### config.mk
export PLATFORM = sky130hd
export DESIGN_NAME = tex_quad_fetch
export DESIGN_NICKNAME = d
export VERILOG_FILES = /design/src/rtl/tex_quad_fetch.sv
export SDC_FILE = /design/constraint.sdc
export NUM_CORES = 1
export LEC_CHECK = 0
export CORE_UTILIZATION = 25
export CTS_CLUSTER_SIZE = 10
export DETAILED_ROUTE_END_ITERATION = 10
export DONT_BUFFER_PORTS = 1
export MAX_ROUTING_LAYER = met4
export SYNTH_ARGS = -nofsm -noshare
export SYNTH_HDL_FRONTEND = slang
export SYNTH_SLANG_ARGS = --single-unit
### constraint.sdc
create_clock -name clk -period 4.3 [get_ports clk]
set_clock_uncertainty 0.1 [all_clocks]
set_input_delay 0.43 -clock clk [delete_from_list [all_inputs] [get_ports clk]]
set_output_delay 0.43 -clock clk [all_outputs]
set_load 0.005 [all_outputs]
### src/rtl/tex_quad_fetch.sv
// Texel-quad gather: turns one fixed-point coordinate into four in-order cache reads and a filter bundle.
// Define TEX_CLAMP_EN for clamp-to-edge addressing; otherwise coordinates wrap (repeat addressing).
module tex_quad_fetch #(
  parameter int FRAC    = 8,
  parameter int TW_LOG2 = 8,
  parameter int TH_LOG2 = 8,
  parameter int ADDR_W  = 32
) (
  input  logic                      clk,
  input  logic                      rst_n,
  input  logic                      req_valid,
  output logic                      req_ready,
  input  logic [TW_LOG2+FRAC-1:0]   u_in,
  input  logic [TH_LOG2+FRAC-1:0]   v_in,
  input  logic [ADDR_W-1:0]         tex_base,
  output logic                      mem_req_valid,
  input  logic                      mem_req_ready,
  output logic [ADDR_W-1:0]         mem_req_addr,
  input  logic                      mem_rsp_valid,
  input  logic [31:0]               mem_rsp_data,
  output logic [31:0]               tex00,
  output logic [31:0]               tex10,
  output logic [31:0]               tex01,
  output logic [31:0]               tex11,
  output logic [FRAC-1:0]           u_frac,
  output logic [FRAC-1:0]           v_frac,
  output logic                      out_valid
);

  localparam int UW = TW_LOG2 + FRAC;
  localparam int VW = TH_LOG2 + FRAC;
  localparam logic [UW-1:0] HALF_U = UW'(1) << (FRAC - 1);
  localparam logic [VW-1:0] HALF_V = VW'(1) << (FRAC - 1);

  typedef enum logic [1:0] {IDLE, FETCH, DONE} state_t;

  state_t               state, state_nxt;
  logic [2:0]           iss_p0;
  logic [1:0]           rc_p0;
  logic [ADDR_W-1:0]    base_p0;
  logic [TW_LOG2-1:0]   x0_p0, x1_p0;
  logic [TH_LOG2-1:0]   y0_p0, y1_p0;
  logic [FRAC-1:0]      uf_p0, vf_p0;
  logic [31:0]          slot0_p0, slot1_p0, slot2_p0;
  logic [TW_LOG2-1:0]   xsel;
  logic [TH_LOG2-1:0]   ysel;
  logic                 accept;
  logic                 last_rsp;

  // Centre-offset a coordinate and split it into {second texel, first texel, weight}.
  function automatic logic [2*TW_LOG2+FRAC-1:0] split_u(input logic [UW-1:0] c);
    logic [UW-1:0]      s;
    logic [TW_LOG2-1:0] a0, a1;
    logic [FRAC-1:0]    f;
    s  = c - HALF_U;
    a0 = s[UW-1:FRAC];
    f  = s[FRAC-1:0];
    a1 = a0 + TW_LOG2'(1);
`ifdef TEX_CLAMP_EN
    if (c < HALF_U) begin
      a0 = '0;
      a1 = '0;
      f  = '0;
    end else if (&a0) begin
      a1 = a0;
    end
`endif
    return {a1, a0, f};
  endfunction

  function automatic logic [2*TH_LOG2+FRAC-1:0] split_v(input logic [VW-1:0] c);
    logic [VW-1:0]      s;
    logic [TH_LOG2-1:0] a0, a1;
    logic [FRAC-1:0]    f;
    s  = c - HALF_V;
    a0 = s[VW-1:FRAC];
    f  = s[FRAC-1:0];
    a1 = a0 + TH_LOG2'(1);
`ifdef TEX_CLAMP_EN
    if (c < HALF_V) begin
      a0 = '0;
      a1 = '0;
      f  = '0;
    end else if (&a0) begin
      a1 = a0;
    end
`endif
    return {a1, a0, f};
  endfunction

  always_comb begin
    state_nxt     = state;
    req_ready     = 1'b0;
    mem_req_valid = 1'b0;
    out_valid     = 1'b0;
    case (state)
      IDLE: begin
        req_ready = 1'b1;
        if (req_valid) state_nxt = FETCH;
      end
      FETCH: begin
        mem_req_valid = ~iss_p0[2];
        if (mem_rsp_valid && rc_p0 == 2'd3) state_nxt = DONE;
      end
      DONE: begin
        out_valid = 1'b1;
        state_nxt = IDLE;
      end
      default: state_nxt = IDLE;
    endcase
  end

  assign accept   = req_valid & req_ready;
  assign last_rsp = (state == FETCH) & mem_rsp_valid & (rc_p0 == 2'd3);

  // Issue order (x0,y0),(x1,y0),(x0,y1),(x1,y1): bit 0 picks x, bit 1 picks y.
  always_comb begin
    xsel         = iss_p0[0] ? x1_p0 : x0_p0;
    ysel         = iss_p0[1] ? y1_p0 : y0_p0;
    mem_req_addr = '0;
    if (mem_req_valid) mem_req_addr = base_p0 + ADDR_W'({ysel, xsel});
  end

  always_ff @(posedge clk or negedge rst_n) begin
    if (!rst_n) begin
      state  <= IDLE;
      iss_p0 <= '0;
      rc_p0  <= '0;
    end else begin
      state <= state_nxt;
      if (accept) begin
        iss_p0 <= '0;
        rc_p0  <= '0;
      end else if (state == FETCH) begin
        if (mem_req_valid && mem_req_ready) iss_p0 <= iss_p0 + 3'd1;
        if (mem_rsp_valid) rc_p0 <= rc_p0 + 2'd1;
      end
    end
  end

  // Accept stage: footprint and weights latched once per request; slots collect responses.
  always_ff @(posedge clk) begin
    if (accept) begin
      base_p0                  <= tex_base;
      {x1_p0, x0_p0, uf_p0}    <= split_u(u_in);
      {y1_p0, y0_p0, vf_p0}    <= split_v(v_in);
    end
    if (state == FETCH && mem_rsp_valid) begin
      case (rc_p0)
        2'd0:    slot0_p0 <= mem_rsp_data;
        2'd1:    slot1_p0 <= mem_rsp_data;
        2'd2:    slot2_p0 <= mem_rsp_data;
        default: ;
      endcase
    end
  end

  // Output stage: bundle changes only when the fourth texel lands; the fourth goes straight through.
  always_ff @(posedge clk or negedge rst_n) begin
    if (!rst_n) begin
      tex00  <= '0;
      tex10  <= '0;
      tex01  <= '0;
      tex11  <= '0;
      u_frac <= '0;
      v_frac <= '0;
    end else if (last_rsp) begin
      tex00  <= slot0_p0;
      tex10  <= slot1_p0;
      tex01  <= slot2_p0;
      tex11  <= mem_rsp_data;
      u_frac <= uf_p0;
      v_frac <= vf_p0;
    end
  end

endmodule

==> results of run 1 <==
[synthesized netlist by cell type (all sizes together), types with 3 or more instances]
cell type	number	share of area (%)
a21o	6	0.36
a21oi	28	1.1
a31oi	3	0.14
and2	5	0.25
and3	14	0.69
buf	22	1.0
clkbuf	4	0.11
dfrtp	151	29
edfxtp	176	40
ha	25	2.4
inv	22	0.63
mux2	159	14
mux2i	6	0.46
nand2	28	0.80
nand2b	10	0.48
nand3	23	0.88
nor2	33	0.96
nor2b	3	0.14
nor3	15	0.65
nor3b	5	0.29
o211ai	4	0.27
o21a	5	0.29
o21ai	7	0.27
o22ai	4	0.19
o31ai	4	0.23
or3	3	0.14
or4	4	0.23
xnor2	15	1.0
xor2	22	1.5
[kinds of logic (layout without fill, tap and decap cells)]
group | count (synthesis) | in the layout | synth area share (%)
adder cells (fa/ha/maj) | 26 | 26 | 2.53
buffers and inverters | 48 | 187 | 1.77
flip-flops | 327 | 327 | 69.0
other | 0 | 3 | 0
multiplexers | 165 | 165 | 14.1
XOR/XNOR | 37 | 37 | 2.47
AO/OA/AOI/OAI | 79 | 79 | 4.10
AND/OR/NAND/NOR | 153 | 153 | 6.08
[per-stage QoR]
stage	power, mW	worst slack, ns	hold slack, ns
global placement	7.44	0.845	0.0375
floorplan	6.73	0.950	0.0344
CTS	10.8	0.180	0.0112
global route	11.3	0.00644	0.0304
detailed placement	7.54	0.787	0.0375
finish	10.6	0.240	0.0594
[per-layer routing]
layer / track usage, % / up-vias / wire (um)
li1: - / 3315 / -
met1: 13.2 / 3664 / 12500
met2: 18.9 / 284 / 14600
met3: 4.86 / 49 / 3070
met4: 3.48 / 0 / 702
met5: - / - / 0
[cell type report]
cell class | count | share of cell area, %
Antenna cell | 3 | 0.0469
Timing Repair Buffer | 93 | 5.95
Clock buffer | 67 | 7.07
Inverter | 22 | 0.516
Clock inverter | 5 | 0.422
Sequential cell | 327 | 56.6
Tap cell | 680 | 5.31
Multi-Input combinational cell | 460 | 24.1
[power groups by stage]
stage          combinational (mW)  clock, mW  sequential (mW)
2_1_floorplan                1.84          0             4.89
3_3_place_gp                 2.25          0             5.20
3_5_place_dp                 2.31          0             5.23
4_1_cts                      2.44       3.21             5.17
5_1_grt                      2.68       3.33             5.29
6_report                     2.40       3.09             5.15
[sequential cells by signal (all words and copies together) (netlist names), 32 cells and up]
name,cells
base_p0,32
slot0_p0,32
slot1_p0,32
slot2_p0,32
tex00,32
tex01,32
tex10,32
tex11,32
[worst max-delay path: stages (launching register included)]
cell	delay (ns)
dfrtp_1	0.59
mux2_2	0.23
ha_1	0.16
inv_1	0.06
fa_1	0.39
nand2b_1	0.21
a21oi_2	0.17
o2111a_2	0.27
nor4_2	0.06
buf_4	0.18
or4_1	0.48
a21oi_1	0.23
[path summary, 6_finish.rpt]
kind | to | from | cells past startpoint
max in group asynchronous | rc_p0[1] | rst_n | 2
min in group asynchronous | tex10[4] | rst_n | 2
max reg2reg | tex10[11] | state[0] | 4
max | mem_req_addr[24] | iss_p0[0] | 11
min | x0_p0[7] | u_in[15] | 1
min reg2reg | tex10[27] | slot1_p0[27] | 1
[placed cells by master, fill, tap and decap left out, drive strengths merged, types with 5 or more instances in the layout]
cell type	Yosys	layout
nand2	28	28
inv	22	23
o21a	5	5
mux2	159	159
a21oi	28	28
nand2b	10	10
nor3	15	15
o21ai	7	7
dfrtp	151	151
nor2	33	33
ha	25	25
nor3b	5	5
clkbuf	4	67
nand3	23	23
and3	14	14
dlygate4sd3	0	84
xnor2	15	15
xor2	22	22
edfxtp	176	176
buf	22	9
and2	5	5
a21o	6	6
mux2i	6	6
[what timing repair did]
item | in CTS | in global routing
endpoints found under the setup margin | 0 | 0
hold buffers | 85 | 0
endpoints found under the hold margin | 331 | 0
==> impl_results.md, run 1 <==
- Status: completed
- Seq pwr share: 48.4%
- Mean Syn Cell Area: 15.7 sq um
- Setup_tns: 0 ns
- Core area: 51600 sq um
- Cell Rows: 83
- Internal: 7.30 mW
- Post-layout util: 31.0%
- Crit path capture type: output pin
- Hold WC Path Type: input pin to register
- Area Growth Syn to Fin: 21.9%
- Post-Syn Instances: 835
- Async SR Flop Fraction: 46.2%
- I/O pin cnt: 280
- Vias in the first global route: 7665
- Max frequency: 246 MHz
- Max Root-Sink Buffers: 3
- Die width: 231 um
- Maximum Capacitance Violations: 0
- Switching Share: 31.3%
- Vias per inst: 4.41
- Gr ovfl total: 0
- Worst EP arrival: 3.53 ns
- Final Instance Count excl. Fillers: 1657
- Startpoint Class: register
- Synth unique cells: 62
- Worst skew pair latency: 0.53 ns
- Largest net degree at the start of global routing: 152
- Ys flop type: edfxtp_1
- WL final: 30.9 mm
- DR vias: 7312
- H-Tree Depth: 2
- Post-DRT Antenna Nets: 0
- Drt wl/cell: 18.6 um
- Antenna violations before repair: 4
- Max_slew headroom: 30.4%
- Root Driver: clkbuf_16
- Post-synth EDFFs: 176
- Worst Path Required: 3.77 ns
- 1st-pass router iterations: 4
- Net Switching: 3.33 mW
- Syn Nets: 962
- Height of the die: 231 um
- Starting Density: 25.5%
- Max-slew violations: 0
- Die area: 53500 sq um
- Worst slew pin tran: 1.04 ns
- DRC Markers: 0
- Final min period: 4.06 ns
- Placed cell areas: 13900 sq um
- Sequential area share after synthesis: 69.0%
- Final hold vios: 0
- Cts bufs inserted: 40
- Clock group share of total power: 29.1%
- Fin crit share: 94.4%
- PortBufs: 0
- Dpl cells: 1497
- # nets final: 1071
- # clock sinks: 327
- Share of cells above drive strength 1: 15.2%
- Synthesis warning total: 0
- Post-route cell area: 16000 sq um
- Post-CTS Setup Inserts: 0
- Worst Setup Path Type: register to output pin
- Worst VDD drop: 365 uV
- RSZ-0062 raised after global routing: false
- Dpl hpwl: 20.3 mm
- Final count of negative-setup-slack endpoints: 0
- CTS tree: yes
- Area of the multi-input gates: 3860 sq um
- Wire length of the first global-routing pass: 46.4 mm
- Synthesized cell area: 13100 sq um
- Cts repair resizes: 0
- P per Cell Area: 664 nW/um^2
- Leak pwr: 6.02 nW
- Logic pwr share: 22.5%
- Gr usage total: 11.7%
- CP Max Fanout: 12
- Placer Congestion: 0.782
- #FFs+latches synth: 327
- Flop2flop setup slack: 1.75 ns
- FF+latch area: 9060 sq um
- Clock-pin slew on the worst setup and hold paths: 0.06 ns
- Fill cells: 5037
- Iter 0 DRT Violations: 342
Power figures use the tool's default switching activity.
==> run 2: changes to the inputs <==
--- a/config.mk
+++ b/config.mk
@@ -5,11 +5,13 @@
 export SDC_FILE = /design/constraint.sdc
 export NUM_CORES = 1
 export LEC_CHECK = 0
-export CORE_UTILIZATION = 25
+export ABC_AREA = 1
+export CORE_UTILIZATION = 60
 export CTS_CLUSTER_SIZE = 10
 export DETAILED_ROUTE_END_ITERATION = 10
 export DONT_BUFFER_PORTS = 1
 export MAX_ROUTING_LAYER = met4
+export PLACE_DENSITY = 0.79
 export SYNTH_ARGS = -nofsm -noshare
 export SYNTH_HDL_FRONTEND = slang
 export SYNTH_SLANG_ARGS = --single-unit
==> run 2 against run 1 <==
  * Core utilization rose by 40 points
  * Synthesized cell count rose by 68%
  * Sequential power fell by 2%
  * Final area fell by 0.30%
  * Sequential share of layout area rose by 0.17 points
  * Via count rose by 32%
  * Synthesized area rose by 5.0%
  * Flip-flop and latch count did not move
==> impl_results.md, run 2 <==
- Share of cells above drive strength 1: 5.65% (-9.5 points)
- # nets final: 1622 (+51%)
- Die width: 154 um (-34%)
- Leak pwr: 7.40 nW (+23%)
- Placer Congestion: 0.966 (+24%)
- Maximum Capacitance Violations: 0 (unchanged)
- RSZ-0062 raised after global routing: false
- Final min period: 3.73 ns (-0.326 ns)
- Post-synth EDFFs: 176 (unchanged)
- Final count of negative-setup-slack endpoints: 0 (unchanged)
- Worst Setup Path Type: register to output pin
- CTS tree: yes
- Antenna violations before repair: 1 (-3)
- FF-to-FF End: v_frac[5]
- Synthesis warning total: 0 (unchanged)
- Synth unique cells: 33 (-47%)
- Gr ovfl total: 0 (unchanged)
- Crit-path leading delay family: simple AND/OR/NAND/NOR gates
- Post-CTS Setup Inserts: 0 (unchanged)
- Main area contributors after synthesis: edfxtp_1 38%, dfrtp_1 27%, nand2_1 18%, inv_1 3.1%, ha_1 2.3%
- Mean Syn Cell Area: 9.85 sq um (-37%)
- Async SR Flop Fraction: 46.2% (unchanged)
- DRC Markers: 0 (unchanged)
- Max frequency: 268 MHz (+8.7%)
- Largest family of logic cells by synthesized area: simple AND/OR/NAND/NOR gates
- Vias in the first global route: 9323 (+22%)
- Largest net degree at the start of global routing: 152 (unchanged)
- Vias per inst: 5.34 (+21%)
- Post-Synth Adder-Cell Area: 2.41% (-0.12 points)
- PortBufs: 0 (unchanged)
- Fill cells: 1582 (-69%)
- Setup_tns: 0 ns (unchanged)
- Worst skew pair latency: 0.52 ns (about the same)
- Fin crit share: 86.8% (-7.6 points)
- End point of the critical path: mem_req_addr[27]
- Ys flop type: edfxtp_1
- Status: completed
- Seq pwr share: 48.2% (-0.2 points)
- Max_slew headroom: 24.9% (-5.4 points)
- CP Max Fanout: 10 (-2)
- Hold WC Path Type: input pin to register
- Mux cell area share after synthesis: 0% (-14 points)
- Core area: 22600 sq um (-56%)
- Cts bufs inserted: 39 (-2.5%)
- I/O pin cnt: 280 (unchanged)
- Flop2flop setup slack: 1.62 ns (-0.13 ns)
- Most frequent cells in the layout: 646 x nand2_1, 176 x edfxtp_1, 151 x dfrtp_1
- Starting Density: 61.2% (+36 points)
- Most frequent CP cell: nand2_1
- Switching Share: 35.0% (+3.7 points)
- Gr usage total: 28.0% (+16 points)
- Clock-pin slew on the worst setup and hold paths: 0.06 ns (about the same)
- Commonest non-fill, non-tap cell in the layout: nand2_1
- Drt wl/cell: 17.5 um (-6.0%)
- Startpoint Class: register
- H-Tree Depth: 2 (unchanged)
- R2R cell count: 9 (+5)
- Internal: 6.81 mW (-6.8%)
- Worst slew pin tran: 1.12 ns (+0.0786 ns)
- Clock group share of total power: 27.9% (-1.2 points)
- Synthesized cell area: 13800 sq um (+5.0%)
- Worst VDD drop: 340 uV (-6.7%)
- 1st-pass router iterations: 6 (+2)
- Syn Nets: 1529 (+59%)
- #FFs+latches synth: 327 (unchanged)
- PnR Total Power: 10.5 mW (-1.5%)
- Iter 0 DRT Violations: 930 (+170%)
- Wire length of the first global-routing pass: 49.9 mm (+7.5%)
- XOR/XNOR share of the synthesized area: 1.50% (-0.96 points)
- Final hold vios: 0 (unchanged)
- Crit-path cells: clkinv_1 -> or2_2 -> o21ai_0 -> inv_1 -> ha_1 -> nand2_1 -> nand2_1 -> nand3_1 -> nand2_1 -> nand2_1 -> nand2_1 -> nand2_1 -> nand3_1 -> nand2_1 -> nor2_1
- Crit path capture type: output pin
- Most frequent cells after synthesis: 646 x nand2_1, 176 x edfxtp_1, 151 x dfrtp_1
- Height of the die: 154 um (-34%)
- # clock sinks: 327 (unchanged)
- CP Buf/Inv Count: 2 (unchanged)
- Max-slew violations: 0 (unchanged)
- Cell taking the most area after synthesis: edfxtp_1
- Most frequent cell after synthesis: nand2_1
- Net Switching: 3.67 mW (+10%)
- Max Root-Sink Buffers: 3 (unchanged)
- Complex-gate fraction of the synthesized area: 1.98% (-2.1 points)
- Worst EP arrival: 3.20 ns (-0.33 ns)
- Crit path launch: iss_p0[0]
- Crit path largest cell delay: 0.52 ns (-0.07 ns)
- DR vias: 9658 (+32%)
- Worst Path Required: 3.77 ns (about the same)
- Worst r2r src: state[1]
- Number of cells on the critical path: 15 (+4)
- Area Growth Syn to Fin: 15.7%
- Post-synth top area share: 38.3% (-1.9 points)
- Cell Rows: 55 (-34%)
- Post-Synth Simple-Gate Area: 23.5% (+17 points)
- Dpl hpwl: 20.0 mm (-1.5%)
- Die area: 23600 sq um (-56%)
- WL final: 31.7 mm (+2.6%)
- Sequential area share after synthesis: 65.7% (-3.3 points)
- Logic pwr share: 23.9% (+1.4 points)
- Post-DRT Antenna Nets: 0 (unchanged)
- Post-Syn Instances: 1402 (+68%)
- P per Cell Area: 656 nW/um^2 (-1.2%)
- Root Driver: clkbuf_16
- Crit-path slowest cell: dfrtp_1
run 2: power by group through the flow:
stage	clock [mW]	combinational (mW)	sequential, mW
after CTS	2.97	2.50	5.03
after detailed placement	0	2.37	5.07
after floorplan	0	1.83	4.82
after global placement	0	2.30	5.05
final	2.92	2.51	5.04
after global routing	3.10	2.88	5.13
run 2: cell type report:
type / count / area [sq um] / share of cell area (%)
Inverter: 122 / 460 / 2.88
Tap cell: 285 / 357 / 2.23
Antenna cell: 1 / 2.50 / 0.0157
Sequential cell: 327 / 9060 / 56.8
Clock buffer: 64 / 1080 / 6.76
Clock inverter: 5 / 45.0 / 0.282
Timing Repair Buffer: 87 / 871 / 5.45
Multi-Input combinational cell: 918 / 4090 / 25.6
run 2: metrics by stage:
step	hold WS, ns	util (%)	cell area, sq um	setup slack, ns	std cells
2_1_floorplan	0.0344	-	13800	1.52	1402
3_3_place_gp	0.0376	62.1	14000	1.10	1659
3_5_place_dp	0.0376	62.1	14000	1.08	1659
4_1_cts	0.00166	70.7	16000	0.509	1808
5_1_grt	0.0189	70.7	16000	0.191	1809
6_report	0.0177	70.7	16000	0.566	1809
run 2: layer usage:
metal  global-route usage [%]  part of all wire [%]
met2                     45.8                    48
met1                     34.2                    40
met3                     7.33                   8.8
met4                     9.10                   2.8
met5                        -                     0
run 2: worst min path at each step:
| stage | start | endpoint | slack [ns] | cells after the start |
|---|---|---|---|---|
| finish | u_in[7] | uf_p0[7] | 0.02 | 1 |
| global route | u_in[7] | uf_p0[7] | 0.02 | 1 |
| CTS | u_in[7] | uf_p0[7] | 0.002 | 1 |
| detailed placement | rst_n | tex00[18] | 0.04 | 0 |
| global placement | rst_n | tex10[16] | 0.04 | 0 |
| floorplan | rst_n | iss_p0[0] | 0.03 | 0 |
run 2: cell families after synthesis:
logic type      count (synthesis)
compound gates                 53
xor+xnor                       22
fa+ha+maj                      26
buf+inv                       157
flops                         327
simple gates                  817
run 2: repair_timing:
action	4_1_cts	5_1_grt
endpoints found under the hold margin	325	0
hold buffers	80	0
setup endpoints to repair	0	0
resized for setup	0	0
